$ cat config.mk
export PLATFORM = sky130hd
export DESIGN_NAME = sem_mailbox_flat
export DESIGN_NICKNAME = d
export VERILOG_FILES = /design/src/rtl/sem_mailbox_pkg.sv /design/src/rtl/sem_mailbox_if.sv /design/src/rtl/sem_mailbox_ch_fifo.sv /design/src/rtl/sem_mailbox.sv /design/src/flat_wrapper.sv
export SDC_FILE = /design/constraint.sdc
export NUM_CORES = 1
export LEC_CHECK = 0
export BUFFER_PORTS_ARGS = -buffer_cell sky130_fd_sc_hd__clkbuf_2
export CORE_MARGIN = 2
export CORE_UTILIZATION = 56
export DETAILED_ROUTE_END_ITERATION = 8
export HOLD_SLACK_MARGIN = 0.02
export PLACE_DENSITY = 0.84
export SETUP_SLACK_MARGIN = 0.4
export SKIP_CTS_REPAIR_TIMING = 1
export SLEW_MARGIN = 20
export SYNTH_ARGS = -nofsm -noshare
export SYNTH_HDL_FRONTEND = slang
export SYNTH_HIERARCHICAL = 1
export SYNTH_SLANG_ARGS = --single-unit
$ cat constraint.sdc
create_clock -name clk -period 2.9 [get_ports clk]
set_clock_uncertainty 0.05 [all_clocks]
set_input_delay 0.435 -clock clk [delete_from_list [all_inputs] [get_ports clk]]
set_output_delay 0.435 -clock clk [all_outputs]
set_load 0.02 [all_outputs]
$ cat src/rtl/sem_mailbox_pkg.sv
// Shared defaults and helpers for the multi-channel semaphore mailbox.
package sem_mailbox_pkg;

  localparam int unsigned DEF_DATA_WIDTH = 8;
  localparam int unsigned DEF_DEPTH      = 4;
  localparam int unsigned DEF_NUM_CH     = 2;

  typedef struct packed {
    logic overflow;
    logic underflow;
  } err_flags_t;

  function automatic int unsigned ch_width(input int unsigned n);
    return (n > 1) ? $clog2(n) : 1;
  endfunction

endpackage

$ cat src/rtl/sem_mailbox_if.sv
// Semaphore bus between CPU cores and the mailbox; master = cores, slave = mailbox.
interface sem_mailbox_if
  import sem_mailbox_pkg::*;
#(
  parameter int unsigned DATA_WIDTH = DEF_DATA_WIDTH,
  parameter int unsigned NUM_CH     = DEF_NUM_CH,
  parameter int unsigned CH_W       = ch_width(NUM_CH)
) ();

  logic [DATA_WIDTH-1:0] sem_data_in;
  logic [CH_W-1:0]       sem_ch_in;
  logic                  sem_data_valid_in;
  logic                  sem_data_ready;
  logic                  sem_data_read;
  logic [CH_W-1:0]       sem_ch_read;
  logic [DATA_WIDTH-1:0] sem_data_out;
  logic                  sem_data_valid_out;
  logic [NUM_CH-1:0]     sem_data_empty;
  logic [NUM_CH-1:0]     sem_data_full;
  logic                  sem_overflow;
  logic                  sem_underflow;
  logic                  sem_err_clr;

  modport master (
    output sem_data_in, sem_ch_in, sem_data_valid_in, sem_data_read,
           sem_ch_read, sem_err_clr,
    input  sem_data_ready, sem_data_out, sem_data_valid_out, sem_data_empty,
           sem_data_full, sem_overflow, sem_underflow
  );

  modport slave (
    input  sem_data_in, sem_ch_in, sem_data_valid_in, sem_data_read,
           sem_ch_read, sem_err_clr,
    output sem_data_ready, sem_data_out, sem_data_valid_out, sem_data_empty,
           sem_data_full, sem_overflow, sem_underflow
  );

endinterface

$ cat src/rtl/sem_mailbox_ch_fifo.sv
// Single-channel FIFO: storage, wrapping pointers and occupancy count.
module sem_ch_fifo #(
  parameter int unsigned DATA_WIDTH = 8,
  parameter int unsigned DEPTH      = 4
) (
  input  logic                  clk,
  input  logic                  rst,
  input  logic                  push,
  input  logic                  pop,
  input  logic [DATA_WIDTH-1:0] wdata,
  output logic [DATA_WIDTH-1:0] rdata,
  output logic                  empty,
  output logic                  full
);

  localparam int unsigned PW = $clog2(DEPTH);

  logic [PW-1:0]         wr_ptr;
  logic [PW-1:0]         rd_ptr;
  logic [PW:0]           count;
  logic [DATA_WIDTH-1:0] mem [DEPTH];

  always_ff @(posedge clk or negedge rst) begin
    if (!rst) begin
      wr_ptr <= '0;
      rd_ptr <= '0;
      count  <= '0;
    end else begin
      if (push) wr_ptr <= wr_ptr + 1'b1;
      if (pop)  rd_ptr <= rd_ptr + 1'b1;
      case ({push, pop})
        2'b10:   count <= count + 1'b1;
        2'b01:   count <= count - 1'b1;
        default: count <= count;
      endcase
    end
  end

  // Storage is not reset; contents are only observable through valid pointers.
  always_ff @(posedge clk) begin
    if (push) mem[wr_ptr] <= wdata;
  end

  assign rdata = mem[rd_ptr];
  assign empty = (count == '0);
  assign full  = (count == (PW+1)'(DEPTH));

endmodule

$ cat src/rtl/sem_mailbox.sv
// Multi-channel semaphore mailbox: channel decode, read mux, output register, sticky errors.
module sem_mailbox
  import sem_mailbox_pkg::*;
#(
  parameter int unsigned DATA_WIDTH = DEF_DATA_WIDTH,
  parameter int unsigned DEPTH      = DEF_DEPTH,
  parameter int unsigned NUM_CH     = DEF_NUM_CH
) (
  input logic         clk,
  input logic         rst,
  sem_mailbox_if.slave bus
);

  localparam int unsigned CH_W  = ch_width(NUM_CH);
  localparam int unsigned SLOTS = 2 ** CH_W;

  // Unpopulated select codes read as full+empty, so out-of-range requests
  // are rejected by the same logic that rejects full/empty channels.
  logic [SLOTS-1:0]      empty_pad;
  logic [SLOTS-1:0]      full_pad;
  logic [DATA_WIDTH-1:0] ch_rdata [SLOTS];

  logic                  wr_ok, wr_rej, rd_ok, rd_rej;
  logic [DATA_WIDTH-1:0] data_q;
  logic                  valid_q;
  err_flags_t            err_q;

  assign bus.sem_data_ready = !full_pad[bus.sem_ch_in];

  assign wr_ok  = bus.sem_data_valid_in && bus.sem_data_ready;
  assign wr_rej = bus.sem_data_valid_in && !bus.sem_data_ready;
  assign rd_ok  = bus.sem_data_read && !empty_pad[bus.sem_ch_read];
  assign rd_rej = bus.sem_data_read && empty_pad[bus.sem_ch_read];

  for (genvar i = 0; i < SLOTS; i++) begin : g_ch
    if (i < NUM_CH) begin : g_fifo
      sem_ch_fifo #(
        .DATA_WIDTH (DATA_WIDTH),
        .DEPTH      (DEPTH)
      ) u_fifo (
        .clk   (clk),
        .rst   (rst),
        .push  (wr_ok && (bus.sem_ch_in == CH_W'(i))),
        .pop   (rd_ok && (bus.sem_ch_read == CH_W'(i))),
        .wdata (bus.sem_data_in),
        .rdata (ch_rdata[i]),
        .empty (empty_pad[i]),
        .full  (full_pad[i])
      );
    end else begin : g_unused
      assign ch_rdata[i]  = '0;
      assign empty_pad[i] = 1'b1;
      assign full_pad[i]  = 1'b1;
    end
  end

  always_ff @(posedge clk or negedge rst) begin
    if (!rst) begin
      data_q  <= '0;
      valid_q <= 1'b0;
      err_q   <= '0;
    end else begin
      valid_q <= rd_ok;
      if (rd_ok) data_q <= ch_rdata[bus.sem_ch_read];
      err_q.overflow  <= wr_rej || (err_q.overflow  && !bus.sem_err_clr);
      err_q.underflow <= rd_rej || (err_q.underflow && !bus.sem_err_clr);
    end
  end

  assign bus.sem_data_out       = data_q;
  assign bus.sem_data_valid_out = valid_q;
  assign bus.sem_data_empty     = empty_pad[NUM_CH-1:0];
  assign bus.sem_data_full      = full_pad[NUM_CH-1:0];
  assign bus.sem_overflow       = err_q.overflow;
  assign bus.sem_underflow      = err_q.underflow;

endmodule
$ cat src/flat_wrapper.sv
// flat-port wrapper written by rule: the top's interface ports become plain ports
module sem_mailbox_flat import sem_mailbox_pkg::*;
#(
  parameter int unsigned DATA_WIDTH = DEF_DATA_WIDTH,
  parameter int unsigned DEPTH      = DEF_DEPTH,
  parameter int unsigned NUM_CH     = DEF_NUM_CH
)
  (clk, rst, bus_sem_data_in, bus_sem_ch_in, bus_sem_data_valid_in, bus_sem_data_read, bus_sem_ch_read, bus_sem_err_clr, bus_sem_data_ready, bus_sem_data_out, bus_sem_data_valid_out, bus_sem_data_empty, bus_sem_data_full, bus_sem_overflow, bus_sem_underflow);
  sem_mailbox_if #(.DATA_WIDTH(DATA_WIDTH), .NUM_CH(NUM_CH)) bus_i ();
  input logic clk;
  input logic rst;
  input wire logic [$bits(bus_i.sem_data_in)-1:0] bus_sem_data_in;
  input wire logic [$bits(bus_i.sem_ch_in)-1:0] bus_sem_ch_in;
  input wire logic [$bits(bus_i.sem_data_valid_in)-1:0] bus_sem_data_valid_in;
  input wire logic [$bits(bus_i.sem_data_read)-1:0] bus_sem_data_read;
  input wire logic [$bits(bus_i.sem_ch_read)-1:0] bus_sem_ch_read;
  input wire logic [$bits(bus_i.sem_err_clr)-1:0] bus_sem_err_clr;
  output wire logic [$bits(bus_i.sem_data_ready)-1:0] bus_sem_data_ready;
  output wire logic [$bits(bus_i.sem_data_out)-1:0] bus_sem_data_out;
  output wire logic [$bits(bus_i.sem_data_valid_out)-1:0] bus_sem_data_valid_out;
  output wire logic [$bits(bus_i.sem_data_empty)-1:0] bus_sem_data_empty;
  output wire logic [$bits(bus_i.sem_data_full)-1:0] bus_sem_data_full;
  output wire logic [$bits(bus_i.sem_overflow)-1:0] bus_sem_overflow;
  output wire logic [$bits(bus_i.sem_underflow)-1:0] bus_sem_underflow;
  assign bus_i.sem_data_in = bus_sem_data_in;
  assign bus_i.sem_ch_in = bus_sem_ch_in;
  assign bus_i.sem_data_valid_in = bus_sem_data_valid_in;
  assign bus_i.sem_data_read = bus_sem_data_read;
  assign bus_i.sem_ch_read = bus_sem_ch_read;
  assign bus_i.sem_err_clr = bus_sem_err_clr;
  assign bus_sem_data_ready = bus_i.sem_data_ready;
  assign bus_sem_data_out = bus_i.sem_data_out;
  assign bus_sem_data_valid_out = bus_i.sem_data_valid_out;
  assign bus_sem_data_empty = bus_i.sem_data_empty;
  assign bus_sem_data_full = bus_i.sem_data_full;
  assign bus_sem_overflow = bus_i.sem_overflow;
  assign bus_sem_underflow = bus_i.sem_underflow;
  sem_mailbox #(.DATA_WIDTH(DATA_WIDTH), .DEPTH(DEPTH), .NUM_CH(NUM_CH)) u_core (.clk(clk), .rst(rst), .bus(bus_i));
endmodule
==> insert_results.sql <==
INSERT INTO impl_metrics (metric_group, metric, value, unit) VALUES
('floorplanning', 'rows', '29', ''),
('global_route', 'grt_pass1_vias', '1884', ''),
('power', 'sequentialPowerShare', '50.5', '%'),
('sta', 'slew-limit-headroom', '56.85', '%'),
('detailed_routing', 'route.final.wire_length', '6000', 'um'),
('sta', 'layout_min_cycle_time', '2.174', 'ns'),
('global_route', 'antenna_found_initial', '0', ''),
('sta', 'min_period_over_period', '74.97', '%'),
('power', 'power-per-cell-area', '928.5', 'mW/mm^2'),
('global_route', 'met3_demand_to_capacity_share_in_global_routing', '4.086', '%'),
('clocking', 'number_of_buffers_added_by_the_clock_tree_synthesis_step', '9', ''),
('global_route', 'met2_usage', '29.35', '%'),
('critical_path', 'timing.setup.critical_path_class', 'register to register', ''),
('clocking', 'worst_setup_hold_path_clk_slew', '0.08', 'ns'),
('run_status', 'status', 'completed', ''),
('synth', 'syn_inst', '211', ''),
('synth', 'yosys.cell_types.count', '22', ''),
('cells_and_area', 'ratio_of_cells_with_drive_above_1_in_the_final_layout', '24.70', '%'),
('detailed_routing', 'drtIter0Drc', '166', ''),
('placed_design', 'port_buffers', '30', ''),
('detailed_routing', 'detail_route.first_pass.iterations', '4', ''),
('flow_run', 'drv.max_cap_violation_count', '0', ''),
('floorplanning', 'die_x', '84.91', 'um'),
('cells_and_area', 'multi_input_area', '999.7', 'sq um'),
('critical_path', 'crit_arrival', '2.40', 'ns'),
('synth', 'postSynthRegisterBits', '89', ''),
('sta', 'fmax', '0.4599', 'GHz'),
('synth', 'ys_seq_area_share', '69.49', '%'),
('placed_design', 'place_congestion', '0.7369', ''),
('clocking', 'clock_tree_from_tritoncts', 'yes', ''),
('synth', 'post_syn_nets', '238', ''),
('power', 'combinational_group_share_of_total_power', '28.3', '%'),
('cells_and_area', 'seq_area', '0.002547', 'sq mm'),
('placed_design', 'detailedPlace.worstSlack', '0.4601', 'ns'),
('cells_and_area', 'antenna-diode-count', '0', ''),
('sta', 'finalSetupViolCount', '0', ''),
('detailed_routing', 'post_drt_via_cell_ratio', '5.655', ''),
('min_path', 'worst_hold_path_type', 'input port to asynchronous set/reset pin', ''),
('power', 'internal_power', '2.564', 'mW'),
('critical_path', 'critical_path.endpoint_type', 'register', ''),
('clocking', 'worst_skew_pair.late_latency', '0.34', 'ns'),
('sta', 'report.final.hold_viol_count', '0', ''),
('sta', 'timing.setup.tns', '0', 'ns'),
('cells_and_area', 'finalNetCount', '273', ''),
('global_route', 'wire_length_of_the_first_global_routing_pass', '9722', 'um'),
('synth', 'synthesis.area_per_instance', '17.37', 'sq um'),
('power', 'sw_frac_of_total', '32.00', '%'),
('global_route', 'use_met1', '24.45', '%'),
('sta', 'tightestPinTransition', '0.6472', 'ns'),
('floorplanning', 'io_pins', '31', ''),
('power', 'leakage_power_summed_over_all_cells', '1.577', 'nW'),
('clocking', 'clkSinkCount', '89', ''),
('cells_and_area', 'layout.filler_cells', '412', ''),
('power', 'worst_ir_drop_vdd', '0.0006390', 'V'),
('detailed_routing', 'drtAntennaViolNets', '0', ''),
('floorplanning', 'chipHeight', '84.91', 'um'),
('global_route', 'track_usage', '18.43', '%'),
('global_route', 'grt_remaining_overflow', '0', ''),
('sta', 'rsz_0062_raised_after_global_routing', 'false', ''),
('critical_path', 'critPathLaunchType', 'register', ''),
('power', 'sw_power', '1.207', 'mW'),
('critical_path', 'critPathRequiredTime', '3.12', 'ns'),
('sta', 'final.setup.worst_slack', '0.7258', 'ns'),
('synth', 'synth_warn', '6', ''),
('clocking', 'clock_tree.root_cell', 'clkbuf_8', ''),
('synth', 'post_synth_instance_area', '0.003666', 'sq mm'),
('floorplanning', 'core_area', '0.006350', 'sq mm'),
('floorplanning', 'floorplan.die_area', '0.007210', 'sq mm'),
('global_route', 'top_usage_layer', 'met2', ''),
('floorplanning', 'initial_core_util', '57.73', '%'),
('power', 'power.clock.fraction', '21.2', '%'),
('sta', 'report.final.slew_viol_count', '0', ''),
('cells_and_area', 'syn2layout_area_growth', '10.79', '%'),
('detailed_routing', 'num_vias', '1855', ''),
('detailed_routing', 'drt-wirelength-per-cell', '18.29', 'um'),
('clocking', 'cts.path.max_buffers', '2', ''),
('critical_path', 'crit_path_max_fanout', '8', ''),
('clocking', 'cts-htree-levels', '3', ''),
('global_route', 'grt_max_degree', '26', ''),
('detailed_routing', 'drc', '0', ''),
('placed_design', 'hpwl', '4182', 'um');
## per-stage QoR
stage | hold WS, ns | util [%] | power, mW | std cells | area [sq um]
global route | 0.08226 | 63.96 | 3.990 | 328 | 4061
floorplan | 0.08941 | - | 2.702 | 211 | 3666
CTS | 0.04563 | 63.96 | 3.801 | 328 | 4061
global placement | 0.4232 | 60.99 | 2.958 | 312 | 3872
finish | 0.04081 | 63.96 | 3.771 | 328 | 4061
detailed placement | 0.4270 | 60.99 | 3.009 | 312 | 3872
## placed cells by master, fill, tap and decap left out
master / count
a31oi_1: 8
clkinv_1: 1
clkbuf_8: 10
xnor2_1: 4
nand2_1: 7
bufinv_16: 1
o22ai_1: 2
clkbuf_1: 2
edfxtp_1: 64
ha_1: 10
and2_1: 8
clkbuf_2: 30
mux2i_1: 11
mux4_2: 16
a21oi_1: 8
mux2i_4: 1
inv_1: 17
clkinv_2: 2
nor2_1: 4
xor2_1: 8
dfrtp_1: 25
nor3_1: 4
and3_1: 2
o21ai_0: 2
fa_1: 2
buf_4: 2
## flip-flops by register name, summed over array words and instances, names as in the netlist
name,count
u_core/bus.sem_data_out,8
u_core/bus.sem_data_valid_out,1
u_core/bus.sem_overflow,1
u_core/bus.sem_underflow,1
u_core/g_ch.g_fifo.u_fifo/count,6
u_core/g_ch.g_fifo.u_fifo/mem,64
u_core/g_ch.g_fifo.u_fifo/rd_ptr,4
u_core/g_ch.g_fifo.u_fifo/wr_ptr,4
## final timing paths
path,from,depth (start not counted),end,slack (ns)
worst max-delay path,u_core/g_ch[0].g_fifo.u_fifo/count[1],11,u_core/g_ch[0].g_fifo.u_fifo/count[2],0.73
worst min-delay path,rst,1,u_core/g_ch[1].g_fifo.u_fifo/count[0],0.04
worst max register to register,u_core/g_ch[0].g_fifo.u_fifo/count[1],11,u_core/g_ch[0].g_fifo.u_fifo/count[2],0.73
worst min register to register,u_core/g_ch[1].g_fifo.u_fifo/count[2],1,u_core/g_ch[1].g_fifo.u_fifo/count[2],0.45
max in group asynchronous,rst,1,u_core/bus.sem_data_valid_out,2.35
min in group clk,bus_sem_err_clr,2,u_core/bus.sem_overflow,0.25
## cell usage after synthesis (all sizes together)
| library cell | number | area, sq um |
|---|---|---|
| a21oi | 8 | 40.04 |
| a31oi | 8 | 50.05 |
| and2 | 8 | 50.05 |
| and3 | 2 | 12.51 |
| buf | 8 | 55.05 |
| dfrtp | 25 | 625.6 |
| edfxtp | 64 | 1922 |
| fa | 2 | 40.04 |
| ha | 10 | 125.1 |
| inv | 17 | 63.81 |
| mux2i | 12 | 132.6 |
| mux4 | 16 | 360.4 |
| nand2 | 7 | 26.28 |
| nor2 | 4 | 15.01 |
| nor3 | 4 | 20.02 |
| o21ai | 2 | 10.01 |
| o22ai | 2 | 12.51 |
| xnor2 | 4 | 35.03 |
| xor2 | 8 | 70.07 |
## cell families after synthesis
logic type | after synthesis | share of synthesized area [%]
DFF | 89 | 69.49
muxes | 28 | 13.45
buffers and inverters | 25 | 3.242
and+or+nand+nor | 25 | 3.379
AOI/OAI and AO/OA | 20 | 3.072
xor gates and xnor gates | 12 | 2.867
adders and majority gates | 12 | 4.505
## power by group through the flow
stage / combinational (mW) / sequential, mW / clock [mW]
floorplan: 0.851 / 1.85 / 0
global placement: 1.04 / 1.92 / 0
detailed placement: 1.08 / 1.93 / 0
CTS: 1.08 / 1.91 / 0.816
global route: 1.19 / 1.94 / 0.860
finish: 1.07 / 1.90 / 0.800
## critical path, stage by stage, from the launching register on
cell	delay (ns)
dfrtp_1	0.39
inv_1	0.12
and3_1	0.22
nor3_1	0.07
buf_4	0.16
inv_1	0.06
ha_1	0.17
inv_1	0.06
fa_1	0.37
xor2_1	0.15
nor2_1	0.12
xor2_1	0.15
## per-layer routing
metal | vias up | part of all wire, %
met5 | - | 0
met4 | 0 | 1.6
met3 | 10 | 3.2
li1 | 854 | -
met2 | 44 | 50
met1 | 947 | 46
## area by class of cell
type / count / share of cell area [%]
Sequential cell: 89 / 62.72
Multi-Input combinational cell: 97 / 24.61
Timing Repair Buffer: 32 / 4.067
Clock buffer: 12 / 3.574
Tap cell: 77 / 2.372
Inverter: 17 / 1.571
Clock inverter: 4 / 1.078
Note: power is estimated with default switching activity, not from simulation.
